### config.mk
export PLATFORM = sky130hd
export DESIGN_NAME = mac_accumulator
export DESIGN_NICKNAME = d
export VERILOG_FILES = /design/src/rtl/mac_accumulator.sv
export SDC_FILE = /design/constraint.sdc
export NUM_CORES = 1
export LEC_CHECK = 0
export ABC_AREA = 0
export BUFFER_PORTS_ARGS = -buffer_cell sky130_fd_sc_hd__buf_2
export CORE_MARGIN = 5
export CORE_UTILIZATION = 32
export DETAILED_ROUTE_END_ITERATION = 7
export PLACE_DENSITY = 0.46
export SLEW_MARGIN = 20
export SYNTH_ARGS = -nofsm -noshare
export SYNTH_HDL_FRONTEND = slang
export SYNTH_SLANG_ARGS = --single-unit
### constraint.sdc
create_clock -name clk -period 6.4 [get_ports clk]
set_input_delay 0.96 -clock clk [delete_from_list [all_inputs] [get_ports clk]]
set_output_delay 0.96 -clock clk [all_outputs]
set_load 0.01 [all_outputs]
### src/rtl/mac_accumulator.sv
// rtl/mac_accumulator.sv - length-bounded unsigned multiply-accumulate with ready/valid handshakes
module mac_accumulator #(
  parameter int DATA_WIDTH  = 8,
  parameter int ACC_WIDTH   = 20,
  parameter int COUNT_WIDTH = 4
) (
  input  logic                   clk,
  input  logic                   rst_n,
  input  logic                   start,
  input  logic [COUNT_WIDTH-1:0] length,
  input  logic                   in_valid,
  output logic                   in_ready,
  input  logic [DATA_WIDTH-1:0]  a,
  input  logic [DATA_WIDTH-1:0]  b,
  output logic [ACC_WIDTH-1:0]   acc_out,
  output logic                   out_valid,
  input  logic                   out_ready,
  output logic                   overflow,
  output logic                   busy
);

  typedef enum logic [1:0] {
    IDLE  = 2'd0,
    ACCUM = 2'd1,
    DONE  = 2'd2
  } state_t;

  state_t                 state, state_next;
  logic [COUNT_WIDTH-1:0] counter;
  logic [2*DATA_WIDTH-1:0] product;
  logic [ACC_WIDTH:0]     sum;
  logic                   transfer;

  assign product  = a * b;
  // One spare bit on top of the accumulator catches the carry for the sticky flag.
  assign sum      = {1'b0, acc_out} + {{(ACC_WIDTH + 1 - 2*DATA_WIDTH){1'b0}}, product};
  assign transfer = (state == ACCUM) && in_valid;

  assign in_ready  = (state == ACCUM);
  assign out_valid = (state == DONE);
  assign busy      = (state != IDLE);

  always_ff @(posedge clk or negedge rst_n) begin
    if (!rst_n) begin
      state <= IDLE;
    end else begin
      state <= state_next;
    end
  end

  always_comb begin
    state_next = state;
    case (state)
      IDLE: begin
        if (start) begin
          state_next = (length == '0) ? DONE : ACCUM;
        end
      end
      ACCUM: begin
        if (in_valid && (counter == COUNT_WIDTH'(1))) begin
          state_next = DONE;
        end
      end
      DONE: begin
        if (out_ready) begin
          state_next = IDLE;
        end
      end
      default: state_next = IDLE;
    endcase
  end

  always_ff @(posedge clk or negedge rst_n) begin
    if (!rst_n) begin
      acc_out  <= '0;
      counter  <= '0;
      overflow <= 1'b0;
    end else if ((state == IDLE) && start) begin
      acc_out  <= '0;
      overflow <= 1'b0;
      counter  <= length;
    end else if (transfer) begin
      acc_out <= sum[ACC_WIDTH-1:0];
      counter <= counter - COUNT_WIDTH'(1);
      if (sum[ACC_WIDTH]) begin
        overflow <= 1'b1;
      end
    end
  end

endmodule

## After elaboration in Yosys (flattened, before gate mapping)

Cells that the tools add are included.

| word-level totals | value |
|---|---|
| flip-flop bits (word level) | 27 |
| input bits | 25 |
| output and inout port bits | 24 |
| word-level logic and storage cells | 35 |

| operators by class | value |
|---|---|
| $add $sub $neg | 2 |
| multiply operators | 1 |
| eq/ne operators | 6 |
| muxes and demuxes | 12 |
| reductions and logical operators | 10 |

Operator list:

| cell | count |
|---|---|
| 20-bit 2-to-1 mux | 2 |
| 20-bit by 16-bit adder with 21-bit output | 1 |
| 8-bit by 8-bit multiplier with 16-bit output | 1 |
| 2-bit 2-to-1 mux | 4 |
| 4-bit 2-to-1 mux | 2 |
| 2-bit one-hot mux with 3 select lines | 1 |
| 2-bit nonzero test | 3 |
| 4-bit by 1-bit == test with 1-bit output (second input constant) | 1 |
| 4-bit logical NOT | 1 |
| 2-bit by 1-bit != test with 1-bit output (second input constant) | 2 |
| 4-bit by 1-bit subtractor with 4-bit output (second input constant) | 1 |
| 1-bit logical AND | 3 |
| 1-bit 2-to-1 mux | 3 |
| 3-bit AND reduction | 1 |
| 2-bit by 1-bit == test with 1-bit output (second input constant) | 1 |
| 2-bit == test (second input constant) | 1 |
| 2-bit logical NOT | 1 |
| 2-bit != test (second input constant) | 1 |
| 2-bit AND reduction | 1 |

## Longest topological paths before layout

Gate-level depths: netlist of run 1.

| depth | value |
|---|---|
| depth after elaboration | 5 |
| mapped depth | 17 |

## Least setup slack after synthesis of run 1

Ideal clock, no wire load.

| path | value |
|---|---|
| path type | input to register |
| start | input port b[1] |
| end | register acc_out[18] |
| library setup time | 130 ps |
| data arrival time | 4,667 ps |
| setup slack | 1,602 ps |
| stages | 16 |
| path buffers | 1 |
| cell sequence | clkbuf_1 nand2_1 fa_1 inv_1 fa_1 inv_1 fa_1 fa_1 inv_1 ha_1 a21o_1 a21oi_2 a2111o_1 and3_4 o211ai_2 o31ai_2 |

| between the ends | value |
|---|---|
| longest elaborated chain between the ends | 4 |

Ends and longest elaborated chain:

| element | line | RTL |
|---|---|---|
| start, declared | 14 | `input logic [DATA_WIDTH-1:0] b,` |
| 8-bit by 8-bit multiplier with 16-bit output | 34 | `assign product = a * b;` |
| 20-bit by 16-bit adder with 21-bit output | 36 | `assign sum = {1'b0, acc_out} + {{(ACC_WIDTH + 1 - 2*DATA_WIDTH){1'b0}}, product};` |
| 20-bit 2-to-1 mux | 82 | `end else if (transfer) begin` |
| 20-bit 2-to-1 mux | 78 | `end else if ((state == IDLE) && start) begin` |
| end signal, assigned | 83 | `acc_out <= sum[ACC_WIDTH-1:0];` |
| end, declared | 15 | `output logic [ACC_WIDTH-1:0] acc_out,` |

No other way between the ends. The select of a mux whose other input is x is not followed.
A chain may end at the register's enable or synchronous reset.

## Worst setup path after layout of run 1

| path | value |
|---|---|
| start | input port a[4] |
| end | register acc_out[18] |

| between the ends | value |
|---|---|
| longest elaborated chain between the ends | 4 |

Ends and longest elaborated chain:

| element | line | RTL |
|---|---|---|
| start, declared | 13 | `input logic [DATA_WIDTH-1:0] a,` |
| 8-bit by 8-bit multiplier with 16-bit output | 34 |  |
| 20-bit by 16-bit adder with 21-bit output | 36 |  |
| 20-bit 2-to-1 mux | 82 |  |
| 20-bit 2-to-1 mux | 78 |  |

No other way between the ends. The select of a mux whose other input is x is not followed.

==> results.toml, run 1 <==
[clocking]
cts_resized = 0
cts.path.max_buffers = 2
cts_tree = "built"
htreeDepth = 1
clkSinkCount = 27
cts_setup_buffers = 0
holdBufCountCts = 0
clk_pin_slew_ps = 80
clock_latency_ps = 260
cts_inserted_buffers = 3
clock-root-buffer = "clkbuf_16"

[place]
dp_hpwl_um = 7675
port_buffers = 48
place_area_um2 = 4277
dp_slack_ps = 1337
dpl.cell_count = 629
routabilityCongestion = 0.8041

[power_and_ir_drop]
vdd_drop_max_mv = 0.1747
power_frac_comb = 0.762
p_per_area_nw_per_um2 = 425.1
swShare = 0.5210
clkPwrFrac = 0.082
switchingPower_uw = 964.9
seq_power_share = 0.156
power_mw = 1.852
internal_power_uw = 887.0
leakagePower_nw = 2.334

[layout]
fin_nets = 605
diodes = 0
drive_above_1_share = 0.1358
finish.instance_area_um2 = 4357
utilization = 0.3642
fin_cells = 633
areaGrowthSynthToFinish_pct = 12.25

[sta]
tightest_slew_ps = 696.8
max_slew_margin = 0.5355
rsz0062_at_grt = "false"
hold-worst-slack_ps = 501.3
fin_worst_skew_ps = 4.230
final.setup.tns_ps = 0
setup_viol = 0
period_needed_ps = 4764
slew_viol_final = 0
hold_viol_final = 0
layout_setup_ws_ps = 1636
finalCritPeriodShare = 0.7444
max_freq_mhz = 209.9

[critical_path]
cp_slowest_cell = "fa_1"
critPathMaxFanout = 8
crit_top_cell = "fa_1"
reg2reg_depth = 15
cp.arrival_ps = 4910
crit_required_ps = 6550
worstSetupPathType = "input port to flip-flop"
rrSetupSlack_ps = 2140
reg2reg_from = "acc_out[6]"
endpoint_kind = "flip-flop"
timing.rr.end = "acc_out[14]"
start_kind = "input port"
timing.critical_path.cells = "buf_2 > and2_1 > fa_1 > fa_1 > inv_1 > fa_1 > fa_1 > inv_1 > ha_1 > nand2_1 > o21ai_0 > a31oi_1 > and3_4 > o211ai_2 > o31ai_2"
crit_path_max_incr_delay_ps = 580

[worst_hold_path]
hold_end = "acc_out[19]"
holdPathStages = 1
worstHoldStart = "acc_out[19]"
min_path_type = "flip-flop to flip-flop"

[yosys]
synth_nets = 558
syn_area_per_cell_um2 = 8.821
synth-edff-count = 0
syn_inst = 440
ys.flop_type = "dfrtp_1"
async_flop_share = 1.000
synthDominantAreaCellType = "fa_1"
yosys_warnings = 0
synth_top_area_frac = 0.2579
syn_area_um2 = 3881
synth.most_common_cell = "inv_1"
ys_top_cells_by_area = "fa_1 26%, dfrtp_1 17%, ha_1 14%"
synth_cell_types = 45
synth_seq_area_share = 0.1741
synthTopCellsByCount = "99 x inv_1, 58 x nand2_1, 50 x fa_1"
ys_ff_latch = 27

[floorplan]
core_region_area_um2 = 11960
start_util = 0.3245
io_pins = 49
dieArea_um2 = 14430
die_h_um = 120.1
die_w_um = 120.1
num_rows = 40

[route]
dr.pass1.iters = 4
drc = 0
wirelength_um = 9145
final_antenna_net_count = 0
wl_per_cell_um = 14.45
drtIter0Drc = 55
vias = 2943
vias_per_cell = 4.649

[grt]
antenna_found_initial = 0
grt_overflow = 0
grt_util_all_layers = 0.1364
grt_pass1_wl_um = 16370
grt_max_degree = 28
grt_pass1_vias = 3297

[status]
status = "completed"

[flow_run]
max_cap_viol_count = 0
worst max-delay path by stage:
| stage | startpoint | endpoint | slack (ps) | cells past startpoint |
|---|---|---|---|---|
| after detailed placement | a[0] | acc_out[18] | 1340 | 15 |
| final | a[4] | acc_out[18] | 1640 | 15 |
| after CTS | a[4] | acc_out[18] | 1610 | 15 |
| after floorplan | b[1] | acc_out[18] | 1600 | 16 |
| after global placement | a[4] | acc_out[18] | 1310 | 15 |
| after global routing | a[0] | acc_out[19] | 1410 | 16 |
state kept, by name, indices dropped and copies added, names as in the netlist:
register and count:
overflow 1, state 2, counter 4, acc_out 20
final cells by class:
class	count	area (µm²)
Clock buffer	3	75.07
Clock inverter	1	5.005
Fill cell	1273	7605
Inverter	99	371.6
Multi-Input combinational cell	308	2805
Sequential cell	27	675.6
Tap cell	147	183.9
Timing Repair Buffer	48	240.2
critical path: cells and delay by family:
family	cells	cell delay [ps]
adders and majority gates	5	2520
AOI/OAI and AO/OA	4	670
and+or+nand+nor	3	500
buffers and inverters	3	270
per-layer routing:
metal,part of all wire,GRT usage,up-vias
met4,0.0036,0.01503,0
li1,-,-,1474
met2,0.47,0.2304,30
met5,0,0,-
met1,0.50,0.1939,1437
met3,0.026,0.01555,2
kinds of logic (layout without fill, tap and decap cells):
logic type                 after synthesis  after routing  share of synthesized area
AOI/OAI and AO/OA                       69             69                     0.1170
xor gates and xnor gates                13             13                    0.02934
adders and majority gates               93             93                     0.3965
buffers and inverters                  105            151                     0.1032
DFF                                     27             27                     0.1741
muxes                                    3              3                   0.007737
and+or+nand+nor                        130            130                     0.1721
power by group through the flow:
stage	Sequential [mW]	Clock, mW	Combinational, mW
detailed placement	0.293	0	1.42
finish	0.288	0.152	1.41
CTS	0.290	0.155	1.44
floorplan	0.293	0	1.08
global route	0.298	0.164	1.65
global placement	0.292	0	1.43
cell usage in the layout, fill, tap and decap left out, types with 13 or more instances in the layout:
master   netlist  final
a21oi_1       15     15
nand2_1       58     58
nor2_1        13     13
and2_1        36     36
ha_1          43     43
dfrtp_1       27     27
fa_1          50     50
buf_2          2     48
inv_1         99     99
o21ai_0       15     15
Note: power is estimated with default switching activity, not from simulation.
==> run 2: changes to the inputs <==
- PLACE_DENSITY: 0.46 -> 0.48
- clock period: 6.4 -> 3.98 ns (I/O delays scaled with it)
==> results.toml, run 2 (synthesis gave the netlist of run 1 again) <==
[status]
status = "finished, violations left"
violations = "setup timing"

[sta]
hold_viol_final = 0
max_slew_margin = 0.5356
max_freq_mhz = 242.7
slew_viol_final = 0
period_needed_ps = 4120
layout_setup_ws_ps = -140.0
rsz0062_at_grt = "true"
final.setup.tns_ps = -547.7
fin_worst_skew_ps = 6.604
finalCritPeriodShare = 1.035
setup_viol = 6
tightest_slew_ps = 696.6

[worst_hold_path]
min_path_type = "input port to async pin"

[critical_path]
crit_required_ps = 4120
worstSetupPathType = "input port to flip-flop"
crit_path_max_incr_delay_ps = 580
path_buf_inv = 3
critPathMaxFanout = 7
timing.critical_path.cells = "buf_12 > and2_4 > fa_2 > fa_1 > fa_1 > inv_2 > fa_1 > inv_2 > ha_4 > nand4_4 > a2111o_1 > and3_4 > o211ai_2 > o31ai_2"
start_kind = "input port"
endpoint_kind = "flip-flop"
crit_family = "adder cells"
critPathLaunch = "a[4]"
crit_top_cell = "fa_1"
reg2reg_from = "acc_out[7]"
cp.arrival_ps = 4260
cp_slowest_cell = "fa_1"

[grt]
grt_pass1_wl_um = 16940
grt_max_degree = 28
antenna_found_initial = 0
grt_overflow = 0
grt_util_all_layers = 0.1422
grt_pass1_vias = 3477

[route]
final_antenna_net_count = 0
drtIter0Drc = 94
drc = 0
wirelength_um = 9768
dr.pass1.iters = 4
vias_per_cell = 4.666
vias = 3196
wl_per_cell_um = 14.26

[power_and_ir_drop]
power_mw = 4.287
vdd_drop_max_mv = 0.3703
leakagePower_nw = 2.671
p_per_area_nw_per_um2 = 821.1

[clocking]
cts.path.max_buffers = 2
clk_pin_slew_ps = 70
cts_inserted_buffers = 3
clock_latency_ps = 260
cts_tree = "built"
htreeDepth = 1
clkSinkCount = 27
holdBufCountCts = 0
clock-root-buffer = "clkbuf_16"

[place]
routabilityCongestion = 0.8259
port_buffers = 48
dp_hpwl_um = 8044
place_area_um2 = 4678

[layout]
final_cell_mix = "85 x inv_1, 46 x nand2_1, 44 x buf_4, 42 x fa_1, 34 x ha_1"
regMostFlops = "acc_out"
largest_reg_flops = 20
mostFrequentLayoutCell = "inv_1"
diodes = 0
areaGrowthSynthToFinish_pct = 34.53
drive_above_1_share = 0.3439
finish.instance_area_um2 = 5221
reg_top3 = "acc_out: 20 flops, counter: 4 flops, state: 2 flops"
fin_nets = 657

[floorplan]
start_util = 0.3245
core_region_area_um2 = 11960
dieArea_um2 = 14430
io_pins = 49
die_w_um = 120.1
num_rows = 40
die_h_um = 120.1

[flow_run]
max_cap_viol_count = 0
run 2: cell count changes in the layout (fill, tap and decap cells not counted), sizes merged:
cell    change
clkbuf      +1
clkinv      -1
buf        +52
run 2: report_power, final:
group,total (mW),leakage [nW],switching [mW],internal (mW)
clock,0.238,0.0382,0.100,0.137
combinational,3.59,2.28,1.82,1.77
sequential,0.455,0.354,0.0862,0.369
run 2: worst paths after layout:
check	end	slack (ps)	depth (start not counted)
hold / removal	acc_out[0]	370	1
min in group clk	acc_out[19]	500	1
setup / recovery	acc_out[18]	-140	14
max in group asynchronous	state[1]	3150	1
setup reg to reg	acc_out[18]	-70	14
hold reg to reg	acc_out[19]	500	1
run 2: repair_timing:
| item | 4_1_cts | 5_1_grt |
|---|---|---|
| setup buffers | 5 | 4 |
| setup endpoints to repair | 12 | 12 |
| resized for setup | 68 | 55 |
| pin swaps | 58 | 48 |
run 2: final cells by class:
cell class | count | area [µm²]
clock buffer | 4 | 78.83
tap | 147 | 183.9
timing repair buffer | 100 | 814.5
sequential | 27 | 675.6
fill | 1210 | 6740
multi-input combinational | 308 | 3097
inverter | 99 | 371.6
run 2: layer usage:
| layer | wire length, µm | share of wire | up-vias | track usage |
|---|---|---|---|---|
| met5 | 0 | 0 | - | 0 |
| met4 | 57 | 0.0058 | 0 | 0.01790 |
| met3 | 262 | 0.027 | 6 | 0.01508 |
| met2 | 4700 | 0.48 | 51 | 0.2438 |
| met1 | 4748 | 0.49 | 1557 | 0.1993 |
| li1 | - | - | 1582 | - |
run 2: per-stage QoR:
stage	worst slack [ps]	utilization	hold slack, ps	instances
after floorplan	-225.0	-	301.4	440
after global placement	-577.7	0.3911	492.2	673
after detailed placement	-632.4	0.3911	494.1	673
after CTS	-152.7	0.4219	403.2	681
after global routing	-258.6	0.4365	437.1	685
final	-140.0	0.4365	371.9	685
